--- src/rtl/reg_dump_reader_if.sv ---
// Bundle shared by the register dump reader and its environment: the dump
// request, the register-file read port, the beat stream and the status flags.
interface reg_dump_reader_if #(
  parameter int pw = 4
);
  logic          start;
  logic [pw-1:0] first_addr;
  logic [pw-1:0] last_addr;
  logic [pw-1:0] rd_addr;
  logic [7:0]    rd_data;
  logic          out_valid;
  logic          out_ready;
  logic [7:0]    out_data;
  logic [pw-1:0] out_addr;
  logic          out_last;
  logic          busy;
  logic          done;

  // master is the reader itself; slave is the register file plus consumer side
  modport master (
    input  start, first_addr, last_addr, rd_data, out_ready,
    output rd_addr, out_valid, out_data, out_addr, out_last, busy, done
  );

  modport slave (
    output start, first_addr, last_addr, rd_data, out_ready,
    input  rd_addr, out_valid, out_data, out_addr, out_last, busy, done
  );
endinterface

--- src/rtl/reg_dump_reader.sv ---
// Walks a contiguous (possibly wrapping) register range, capturing one
// register per READ cycle and streaming it out as a valid/ready beat.
module reg_dump_reader #(
  parameter int pw = 4
) (
  input  logic               clk,
  input  logic               reset_n,
  reg_dump_reader_if.master  bus
);

  typedef enum logic [1:0] {
    IDLE = 2'd0,
    READ = 2'd1,
    SEND = 2'd2,
    DONE = 2'd3
  } state_t;

  state_t        state_reg;
  logic [pw-1:0] ptr_reg;
  logic [pw-1:0] end_reg;

  always_ff @(posedge clk) begin
    if (!reset_n) begin
      state_reg     <= IDLE;
      ptr_reg       <= '0;
      end_reg       <= '0;
      bus.rd_addr   <= '0;
      bus.out_valid <= 1'b0;
      bus.out_data  <= '0;
      bus.out_addr  <= '0;
      bus.out_last  <= 1'b0;
      bus.busy      <= 1'b0;
      bus.done      <= 1'b0;
    end else begin
      bus.done <= 1'b0;
      case (state_reg)
        IDLE: begin
          if (bus.start) begin
            ptr_reg     <= bus.first_addr;
            end_reg     <= bus.last_addr;
            // rd_addr is registered, so it is loaded one edge ahead of READ
            bus.rd_addr <= bus.first_addr;
            bus.busy    <= 1'b1;
            state_reg   <= READ;
          end
        end
        READ: begin
          bus.out_data  <= bus.rd_data;
          bus.out_addr  <= ptr_reg;
          bus.out_last  <= (ptr_reg == end_reg);
          bus.out_valid <= 1'b1;
          state_reg     <= SEND;
        end
        SEND: begin
          if (bus.out_ready) begin
            bus.out_valid <= 1'b0;
            if (bus.out_last) begin
              bus.done  <= 1'b1;
              state_reg <= DONE;
            end else begin
              ptr_reg     <= ptr_reg + 1'b1;
              bus.rd_addr <= ptr_reg + 1'b1;
              state_reg   <= READ;
            end
          end
        end
        DONE: begin
          bus.busy  <= 1'b0;
          state_reg <= IDLE;
        end
        default: begin
          state_reg <= IDLE;
        end
      endcase
    end
  end

endmodule

--- src/flat_wrapper.sv ---
// flat-port wrapper written by rule: the top's interface ports become plain ports
module reg_dump_reader_flat 
#(
  parameter int pw = 4
)
  (clk, reset_n, bus_start, bus_first_addr, bus_last_addr, bus_rd_data, bus_out_ready, bus_rd_addr, bus_out_valid, bus_out_data, bus_out_addr, bus_out_last, bus_busy, bus_done);
  reg_dump_reader_if #(.pw(pw)) bus_i ();
  input  logic clk;
  input  logic reset_n;
  input wire logic [$bits(bus_i.start)-1:0] bus_start;
  input wire logic [$bits(bus_i.first_addr)-1:0] bus_first_addr;
  input wire logic [$bits(bus_i.last_addr)-1:0] bus_last_addr;
  input wire logic [$bits(bus_i.rd_data)-1:0] bus_rd_data;
  input wire logic [$bits(bus_i.out_ready)-1:0] bus_out_ready;
  output wire logic [$bits(bus_i.rd_addr)-1:0] bus_rd_addr;
  output wire logic [$bits(bus_i.out_valid)-1:0] bus_out_valid;
  output wire logic [$bits(bus_i.out_data)-1:0] bus_out_data;
  output wire logic [$bits(bus_i.out_addr)-1:0] bus_out_addr;
  output wire logic [$bits(bus_i.out_last)-1:0] bus_out_last;
  output wire logic [$bits(bus_i.busy)-1:0] bus_busy;
  output wire logic [$bits(bus_i.done)-1:0] bus_done;
  assign bus_i.start = bus_start;
  assign bus_i.first_addr = bus_first_addr;
  assign bus_i.last_addr = bus_last_addr;
  assign bus_i.rd_data = bus_rd_data;
  assign bus_i.out_ready = bus_out_ready;
  assign bus_rd_addr = bus_i.rd_addr;
  assign bus_out_valid = bus_i.out_valid;
  assign bus_out_data = bus_i.out_data;
  assign bus_out_addr = bus_i.out_addr;
  assign bus_out_last = bus_i.out_last;
  assign bus_busy = bus_i.busy;
  assign bus_done = bus_i.done;
  reg_dump_reader #(.pw(pw)) u_core (.clk(clk), .reset_n(reset_n), .bus(bus_i));
endmodule
--- config.mk ---
export PLATFORM = sky130hd
export DESIGN_NAME = reg_dump_reader_flat
export DESIGN_NICKNAME = d
export VERILOG_FILES = /design/src/rtl/reg_dump_reader_if.sv /design/src/rtl/reg_dump_reader.sv /design/src/flat_wrapper.sv
export SDC_FILE = /design/constraint.sdc
export NUM_CORES = 1
export LEC_CHECK = 0
export CAP_MARGIN = 20
export CORE_UTILIZATION = 39
export DETAILED_ROUTE_END_ITERATION = 12
export PLACE_DENSITY_LB_ADDON = 0.25
export SKIP_CTS_REPAIR_TIMING = 1
export SYNTH_ARGS = -nofsm -noshare
export SYNTH_HDL_FRONTEND = slang
export SYNTH_SLANG_ARGS = --single-unit
--- constraint.sdc ---
create_clock -name clk -period 1.2 [get_ports clk]
set_input_delay 0.24 -clock clk [delete_from_list [all_inputs] [get_ports clk]]
set_output_delay 0.24 -clock clk [all_outputs]
set_load 0.01 [all_outputs]
# ---- After elaboration in Yosys (flattened, before gate mapping)
# Index checks and enable logic that the tools add are counted.
dict set report totals {
  register_bits 26
  input_bits 20
  output_inout_bits 20
  elab_cells 40
}
dict set report classes {
  n_addsub 1
  n_eq_ne 7
  mux 13
  n_reduce_logical 10
}
# operator count
set op_table {}
lappend op_table {{two-way mux 4 bit} 3}
lappend op_table {{one-hot mux 2 bit (4 select lines)} 1}
lappend op_table {{one-hot mux 4 bit (2 select lines)} 1}
lappend op_table {{AND reduction 2 bit} 4}
lappend op_table {{two-way mux 2 bit} 3}
lappend op_table {{!= test 2 bit, second input constant} 3}
lappend op_table {{nonzero test 2 bit} 3}
lappend op_table {{adder 4 x 1 -> 4 bit, second input constant} 1}
lappend op_table {{equality test 2 bit, second input constant} 2}
lappend op_table {{equality test 4 bit} 1}
lappend op_table {{one-hot mux 1 bit (2 select lines)} 2}
lappend op_table {{AND reduction 4 bit} 1}
lappend op_table {{two-way mux 1 bit} 3}
lappend op_table {{AND reduction 3 bit} 1}
lappend op_table {{equality test 2 x 1 -> 1 bit, second input constant} 1}
lappend op_table {{zero test 2 bit} 1}

# ---- Longest topological paths before layout
# Gate-level depths: netlist of the first run.
dict set report depth {
  depth_word 4
  depth_mapped 5
}

# ---- Worst setup path after synthesis of the first run
# Ideal clock, no wire load.
dict set report synth_timing {
  path_type {register to register}
  start {register u_core.state_reg[1]}
  end {register u_core.bus.rd_addr[0]}
  setup_ps 74
  arrival_ps 1198
  slack_ps -72
  path_stages_with_launch 5
  period_less_slack_ps 1272
  path_cell_list {dfxtp_1 or3b_1 buf_6 a211o_1 a31oi_1}
}
dict set report synth_between {
  elab_chain_len 3
  elab_cells_between_ends 8
}
# item line_no
set synth_rtl {}
lappend synth_rtl {{start: declaration} reg_dump_reader.sv:18} ;# state_t state_reg;
lappend synth_rtl {{start signal: assignment} reg_dump_reader.sv:24} ;# state_reg <= IDLE;
lappend synth_rtl {{start signal: assignment} reg_dump_reader.sv:44} ;# state_reg <= READ;
lappend synth_rtl {{start signal: assignment} reg_dump_reader.sv:52} ;# state_reg <= SEND;
lappend synth_rtl {{equality test 2 bit or zero test 2 bit (tied branches)} reg_dump_reader.sv:36} ;# case (state_reg)
lappend synth_rtl {{!= test 2 bit (no line) or nonzero test 2 bit (tied branches)} -}
lappend synth_rtl {{AND reduction 4 bit (no line)} -}
lappend synth_rtl {{end signal: assignment} reg_dump_reader.sv:42} ;# bus.rd_addr <= bus.first_addr;
lappend synth_rtl {{end signal: assignment} reg_dump_reader.sv:62} ;# bus.rd_addr <= ptr_reg + 1'b1;
lappend synth_rtl {{end: declaration} reg_dump_reader_if.sv:22} ;# output rd_addr, out_valid, out_data, out_addr, out_last, busy, done
# Several ways; a longest one is shown, not always the timed one.
# A chain may end at the register's enable or synchronous reset.

# ---- Worst setup path in the final report of the first run
dict set report layout_timing {
  start {register u_core.state_reg[0]}
  end {register u_core.bus.rd_addr[3]}
}
# The elaborated chain is that of the path after synthesis.

==> results.tsv, run 1 <==
stage	metric	value	unit
run	Max-cap violations	0	
sta	Tmin final	1340	ps
route	vias per inst	5.04	
worst_setup_path	Critical Path RT	1440	ps
worst_setup_path	kind of start point of the critical path	flop	
logic_synthesis	#FFs+latches synth	26	
clock_tree	CTS tree	built	
sta	Slew @ Worst Pin	224	ps
sta	final period utilization	112	%
logic_synthesis	share of flip-flops with an asynchronous set or reset	0	%
clock_tree	Worst-path clk slew	150	ps
clock_tree	H-tree Lvls	1	
sta	Fin Setup TNS	-368	ps
grt	number of global-route vias before repair	1025	
worst_setup_path	Buf/Inv on CP	0	
route	DRC Markers	0	
worst_setup_path	Slowest-stage cell, CP	or3b_4	
pwr	Power per Cell Area	1120	nW/um2
worst_hold_path	worst hold-check path type	input port to flop	
final_layout	Register Area	533	um2
logic_synthesis	Main synth FF type	dfxtp_1	
final_layout	Area Growth Syn to Fin	70.1	%
final_layout	Largest Register	u_core.bus.out_data	
clock_tree	CTS Buf Count	3	
grt	largest net degree at the start of global routing	16	
worst_setup_path	cell chain of the critical path	or3b_4, and2_4, o32ai_1	
logic_synthesis	Yosys top cell by area	dfxtp_1	
floorplanning	Core Box Area	2570	um2
final_layout	n_diodes	0	
logic_synthesis	syn avg cell area	8.29	um2
clock_tree	Clk Latency, worst-skew pair	320	ps
worst_setup_path	Crit Path Class	flop to flop	
floorplanning	DIE AREA	3020	um2
sta	fmax	746	MHz
worst_setup_path	CP top delay family	simple AND/OR/NAND/NOR gates	
logic_synthesis	Synth Instances	132	
clock_tree	clock buffer depth	2	
final_layout	Multi-input gate area	604	um2
logic_synthesis	synth warn	0	
sta	fin worst setup slack	-140	ps
sta	Final Hold Fails	0	
final_layout	max reg flops	8	
clock_tree	root buf cell	clkbuf_4	
grt	total grt overflow	0	
floorplanning	Die Ht	55.0	um
logic_synthesis	Seq/Total Area, Yosys	47.5	%
floorplanning	Initial Utilization	42.6	%
logic_synthesis	share of the synthesized area in the top cell type	47.5	%
route	DR WL/cell	13.8	um
clock_tree	clock sinks	26	
logic_synthesis	syn nets	153	
place	PortBufs	39	
grt	global-route wire length before repair	4270	um
logic_synthesis	number of synthesized flops with an enable pin	0	
sta	RSZ-0062 raised after global routing	true	
route	vias post-DR	1109	
pwr	Worst VDD drop	0.805	mV
pwr	Leakage	1.02	nW
sta	slew margin rel.	85.1	%
final_layout	fin util	72.5	%
place	dpl hpwl	2040	um
route	DRT iter0 DRCs	19	
floorplanning	Die W	55.0	um
place	final RePlAce weighted congestion	0.810	
outcome	failing checks	negative setup slack	
final_layout	fin nets	212	
grt	initial antenna violation count	0	
logic_synthesis	Yosys cell types	32	
worst_setup_path	Crit Path Max Fanout	7	
worst_setup_path	CP Capture Type	flop	
floorplanning	Rows	18	
outcome	status	finished with violations	
route	final wirelength	3040	um
grt	Total GRT Usage	20.0	%
final_layout	fillers	194	
sta	Max Slew Vio Count	0	
pwr	Total Power	2.08	mW
route	DRT Pass-1 Iters	4	
route	ANT nets after route	0	
floorplanning	# IOs	40	
sta	Setup-failing EPs final	4	
worst_setup_path	slowest stage delay, CP	430	ps
sta	clk_skew	5.72	ps
final_layout	fraction of layout cells with a size suffix above 1	22.6	%
logic_synthesis	Cell Area, Synth	1090	um2
worst_setup_path	Worst Path Arrival	1580	ps
logic_synthesis	top cells by area, synth	dfxtp_1, nand2_1, a21oi_1	
final cells by class:
cell class / count / area share, %
tap: 30 / 2.02
multi-input combinational: 96 / 32.5
clock buffer: 3 / 1.21
inverter: 3 / 0.605
timing repair buffer: 61 / 33.5
clock inverter: 1 / 1.61
sequential: 26 / 28.6
worst paths after layout:
path,cells after the start,to,slack [ps],startpoint
worst max-delay path,3,u_core.bus.rd_addr[3],-140,u_core.state_reg[0]
worst min-delay path,4,u_core.bus.busy,410,bus_start
worst min register to register,2,u_core.bus.out_addr[2],460,u_core.bus.out_addr[2]
worst max register to register,3,u_core.bus.rd_addr[3],-140,u_core.state_reg[0]
through the flow:
stage	setup slack [ps]	cells	instance area [um2]	hold WS, ps
3_5_place_dp	-605	215	1650	444
5_1_grt	-196	220	1860	420
6_report	-140	220	1860	406
3_3_place_gp	-540	215	1650	442
2_1_floorplan	-60.5	132	1100	376
4_1_cts	-409	219	1700	441
logic make-up (layout without fill, tap and decap cells):
family          count (synthesis)  after routing  share of synthesized area [%]
flops                          26             26                           47.5
compound gates                 34             34                           18.5
xor+xnor                        4              4                           3.20
fa+ha+maj                       1              1                           1.14
simple gates                   57             57                           25.0
buf+inv                        10             68                           4.57
cells in the mapped netlist, types with 2 or more instances:
master     number
nand3_1         3
nor2b_1         2
o32ai_1         2
inv_1           3
or3b_1          2
clkbuf_1        4
nand2b_1        4
a21oi_1        21
xnor2_1         4
a2bb2oi_1       2
dfxtp_1        26
o21ai_0         2
nand2_1        37
nor2_1          2
worst register-to-register path: cells and delay by family (launching register included):
family / cells / cell delay, ps
AND/OR/NAND/NOR: 2 / 630
flip-flops: 1 / 390
AO/OA/AOI/OAI: 1 / 240
layer usage:
metal / up-vias / routed length (um) / global-route usage [%]
met5: - / 0 / 0
li1: 567 / - / -
met2: 33 / 1500 / 34.1
met3: 4 / 192 / 3.83
met4: 0 / 42 / 8.75
met1: 505 / 1310 / 24.3
layout by cell type, fill, tap and decap left out, drive strengths merged, types with 2 or more instances in the layout:
cell type	count
nand2b	4
inv	3
o21ai	2
nor2	2
dfxtp	26
dlymetal6s2s	21
buf	22
nor2b	2
or3b	2
xnor2	4
a21oi	21
nand3	3
clkbuf	3
a2bb2oi	2
o32ai	2
nand2	37
clkdlybuf4s50	18
report_power, final:
part           total (mW)  internal, mW  switching, mW
Combinational       0.521         0.295          0.226
Clock               0.599         0.337          0.261
Sequential          0.961         0.922         0.0393
Total                2.08          1.55          0.527
Note: power is estimated with default switching activity, not from simulation.
==> run 2, diff against run 1 <==
--- a/config.mk
+++ b/config.mk
@@ -6,7 +6,7 @@
 export NUM_CORES = 1
 export LEC_CHECK = 0
 export CAP_MARGIN = 20
-export CORE_UTILIZATION = 39
+export CORE_UTILIZATION = 45
 export DETAILED_ROUTE_END_ITERATION = 12
 export PLACE_DENSITY_LB_ADDON = 0.25
 export SKIP_CTS_REPAIR_TIMING = 1
==> constraint.sdc (replaced) <==
create_clock -name clk -period 1.6 [get_ports clk]
set_input_delay 0.32 -clock clk [delete_from_list [all_inputs] [get_ports clk]]
set_output_delay 0.32 -clock clk [all_outputs]
set_load 0.01 [all_outputs]
==> results.tsv, run 2 (same netlist as run 1, synthesis figures left out) <==
stage	metric	value	unit
place	final RePlAce weighted congestion	0.954	
pwr	Psw	0.348	mW
final_layout	Multi-input gate area	527	um2
route	final wirelength	2650	um
run	Max-cap violations	0	
sta	final period utilization	96.7	%
clock_tree	root buf cell	clkbuf_4	
worst_hold_path	worst hold-check path type	flop to flop	
final_layout	Area Growth Syn to Fin	47.1	%
clock_tree	CTS tree	built	
route	DRC Markers	0	
floorplanning	Core Box Area	2250	um2
sta	Setup-failing EPs final	0	
worst_setup_path	CP top delay family	buffers and inverters	
route	vias per inst	5.23	
pwr	Power per Cell Area	810	nW/um2
grt	largest net degree at the start of global routing	14	
route	DR WL/cell	12.9	um
worst_setup_path	kind of start point of the critical path	flop	
worst_setup_path	Critical Path RT	1280	ps
final_layout	fin util	71.4	%
place	PortBufs	39	
sta	Max Slew Vio Count	0	
worst_setup_path	cell chain of the critical path	clkdlybuf4s50_1	
worst_setup_path	Crit Path Max Fanout	2	
route	DRT iter0 DRCs	13	
grt	initial antenna violation count	0	
pwr	switching power share of the total	26.7	%
clock_tree	Worst-path clk slew	130	ps
final_layout	Largest Register	u_core.bus.out_data	
pwr	Seq pwr share	56.1	%
final_layout	fillers	194	
sta	fmax	647	MHz
worst_setup_path	CP Capture Type	primary output	
sta	clk_skew	3.98	ps
floorplanning	Rows	17	
route	ANT nets after route	0	
place	dpl hpwl	2050	um
pwr	part of the power in combinational logic	23.6	%
floorplanning	# IOs	40	
worst_setup_path	Worst Path Arrival	1230	ps
worst_setup_path	Buf/Inv on CP	1	
clock_tree	clock buffer depth	2	
final_layout	fraction of layout cells with a size suffix above 1	11.2	%
grt	total grt overflow	0	
clock_tree	Clk Latency, worst-skew pair	310	ps
sta	Tmin final	1550	ps
sta	RSZ-0062 raised after global routing	false	
outcome	status	complete, no violations	
route	vias post-DR	1078	
pwr	internal power	0.956	mW
clock_tree	CTS Buf Count	3	
final_layout	n_diodes	0	
final_layout	Register Area	532	um2
worst_setup_path	slowest stage delay, CP	550	ps
floorplanning	Die W	51.3	um
clock_tree	H-tree Lvls	1	
final_layout	max reg flops	8	
worst_setup_path	Reg2Reg Setup Slack	170	ps
pwr	Leakage	0.648	nW
route	DRT Pass-1 Iters	4	
floorplanning	Initial Utilization	48.6	%
floorplanning	DIE AREA	2630	um2
worst_setup_path	Crit Path Class	flop to primary output	
sta	slew margin rel.	69.1	%
pwr	Clock Power Share	20.3	%
clock_tree	clock sinks	26	
sta	Fin Hold WS	468	ps
pwr	Worst VDD drop	0.543	mV
sta	Slew @ Worst Pin	463	ps
grt	Total GRT Usage	22.3	%
final_layout	fin nets	201	
floorplanning	Die Ht	51.3	um
worst_setup_path	Slowest-stage cell, CP	clkdlybuf4s50_1	
grt	global-route wire length before repair	4320	um
sta	Final Hold Fails	0	
final_layout	most common cell after layout, fill and taps aside	nand2_1	
final_layout	commonest non-fill, non-tap cells in the layout	nand2_1, clkdlybuf4s50_1, a21oi_1, dfxtp_1, buf_4	
grt	number of global-route vias before repair	1036	
-- run 2: changes by cell type in the layout (fill, tap and decap cells not counted), sizes merged --
cell           delta
clkdlybuf4s50    +17
dlymetal6s2s     -17
bufinv            -1
buf              -11
-- run 2: worst min-delay path: stages (launching register included) --
cell     delay [ps]
dfxtp_1         330
nand2_1          50
a21oi_1          50
-- run 2: power groups by stage --
stage	combinational [mW]	sequential, mW	clock (mW)
after global placement	0.299	0.741	0
after detailed placement	0.306	0.744	0
after CTS	0.308	0.729	0.274
final	0.307	0.732	0.265
after global routing	0.336	0.738	0.307
after floorplan	0.139	0.749	0
-- run 2: metal layers --
metal	GRT usage, %	vias up	part of all wire (%)
met5	0	-	0
li1	-	544	-
met3	3.27	8	6.3
met4	10.4	0	1.9
met1	26.7	480	43
met2	39.0	46	48
-- run 2: through the flow --
stage,power (mW),setup TNS [ps],cell area (um2),instances,worst slack [ps]
3_3_place_gp,1.04,-1090,1560,203,-197
3_5_place_dp,1.05,-1340,1560,203,-229
2_1_floorplan,0.888,0,1090,132,328
6_report,1.30,0,1610,206,53.3
5_1_grt,1.38,0,1610,206,2.94
4_1_cts,1.31,-268,1590,206,-139
-- run 2: path summary, 6_finish.rpt --
check | startpoint | endpoint | depth (start not counted)
worst min register to register | u_core.bus.out_data[7] | u_core.bus.out_data[7] | 2
worst max-delay path | u_core.bus.out_data[3] | bus_out_data[3] | 1
worst min-delay path | u_core.bus.out_data[7] | u_core.bus.out_data[7] | 2
worst max register to register | u_core.state_reg[1] | u_core.bus.rd_addr[3] | 3
-- run 2: area by class of cell --
class | instances | area share [%]
well taps | 28 | 2.18
flip-flops and latches | 26 | 33.0
multi-input cells | 96 | 32.7
inverters | 3 | 0.699
repair buffers | 50 | 30.0
clock buffers | 3 | 1.40
==> run 3, diff against run 2 <==
--- a/config.mk
+++ b/config.mk
@@ -7,6 +7,7 @@
 export LEC_CHECK = 0
 export CAP_MARGIN = 20
 export CORE_UTILIZATION = 45
+export CTS_CLUSTER_DIAMETER = 120
 export DETAILED_ROUTE_END_ITERATION = 12
 export PLACE_DENSITY_LB_ADDON = 0.25
 export SKIP_CTS_REPAIR_TIMING = 1
==> results of run 3 <==
Same layout as run 2: the final DEF is identical, and so are final timing and power.
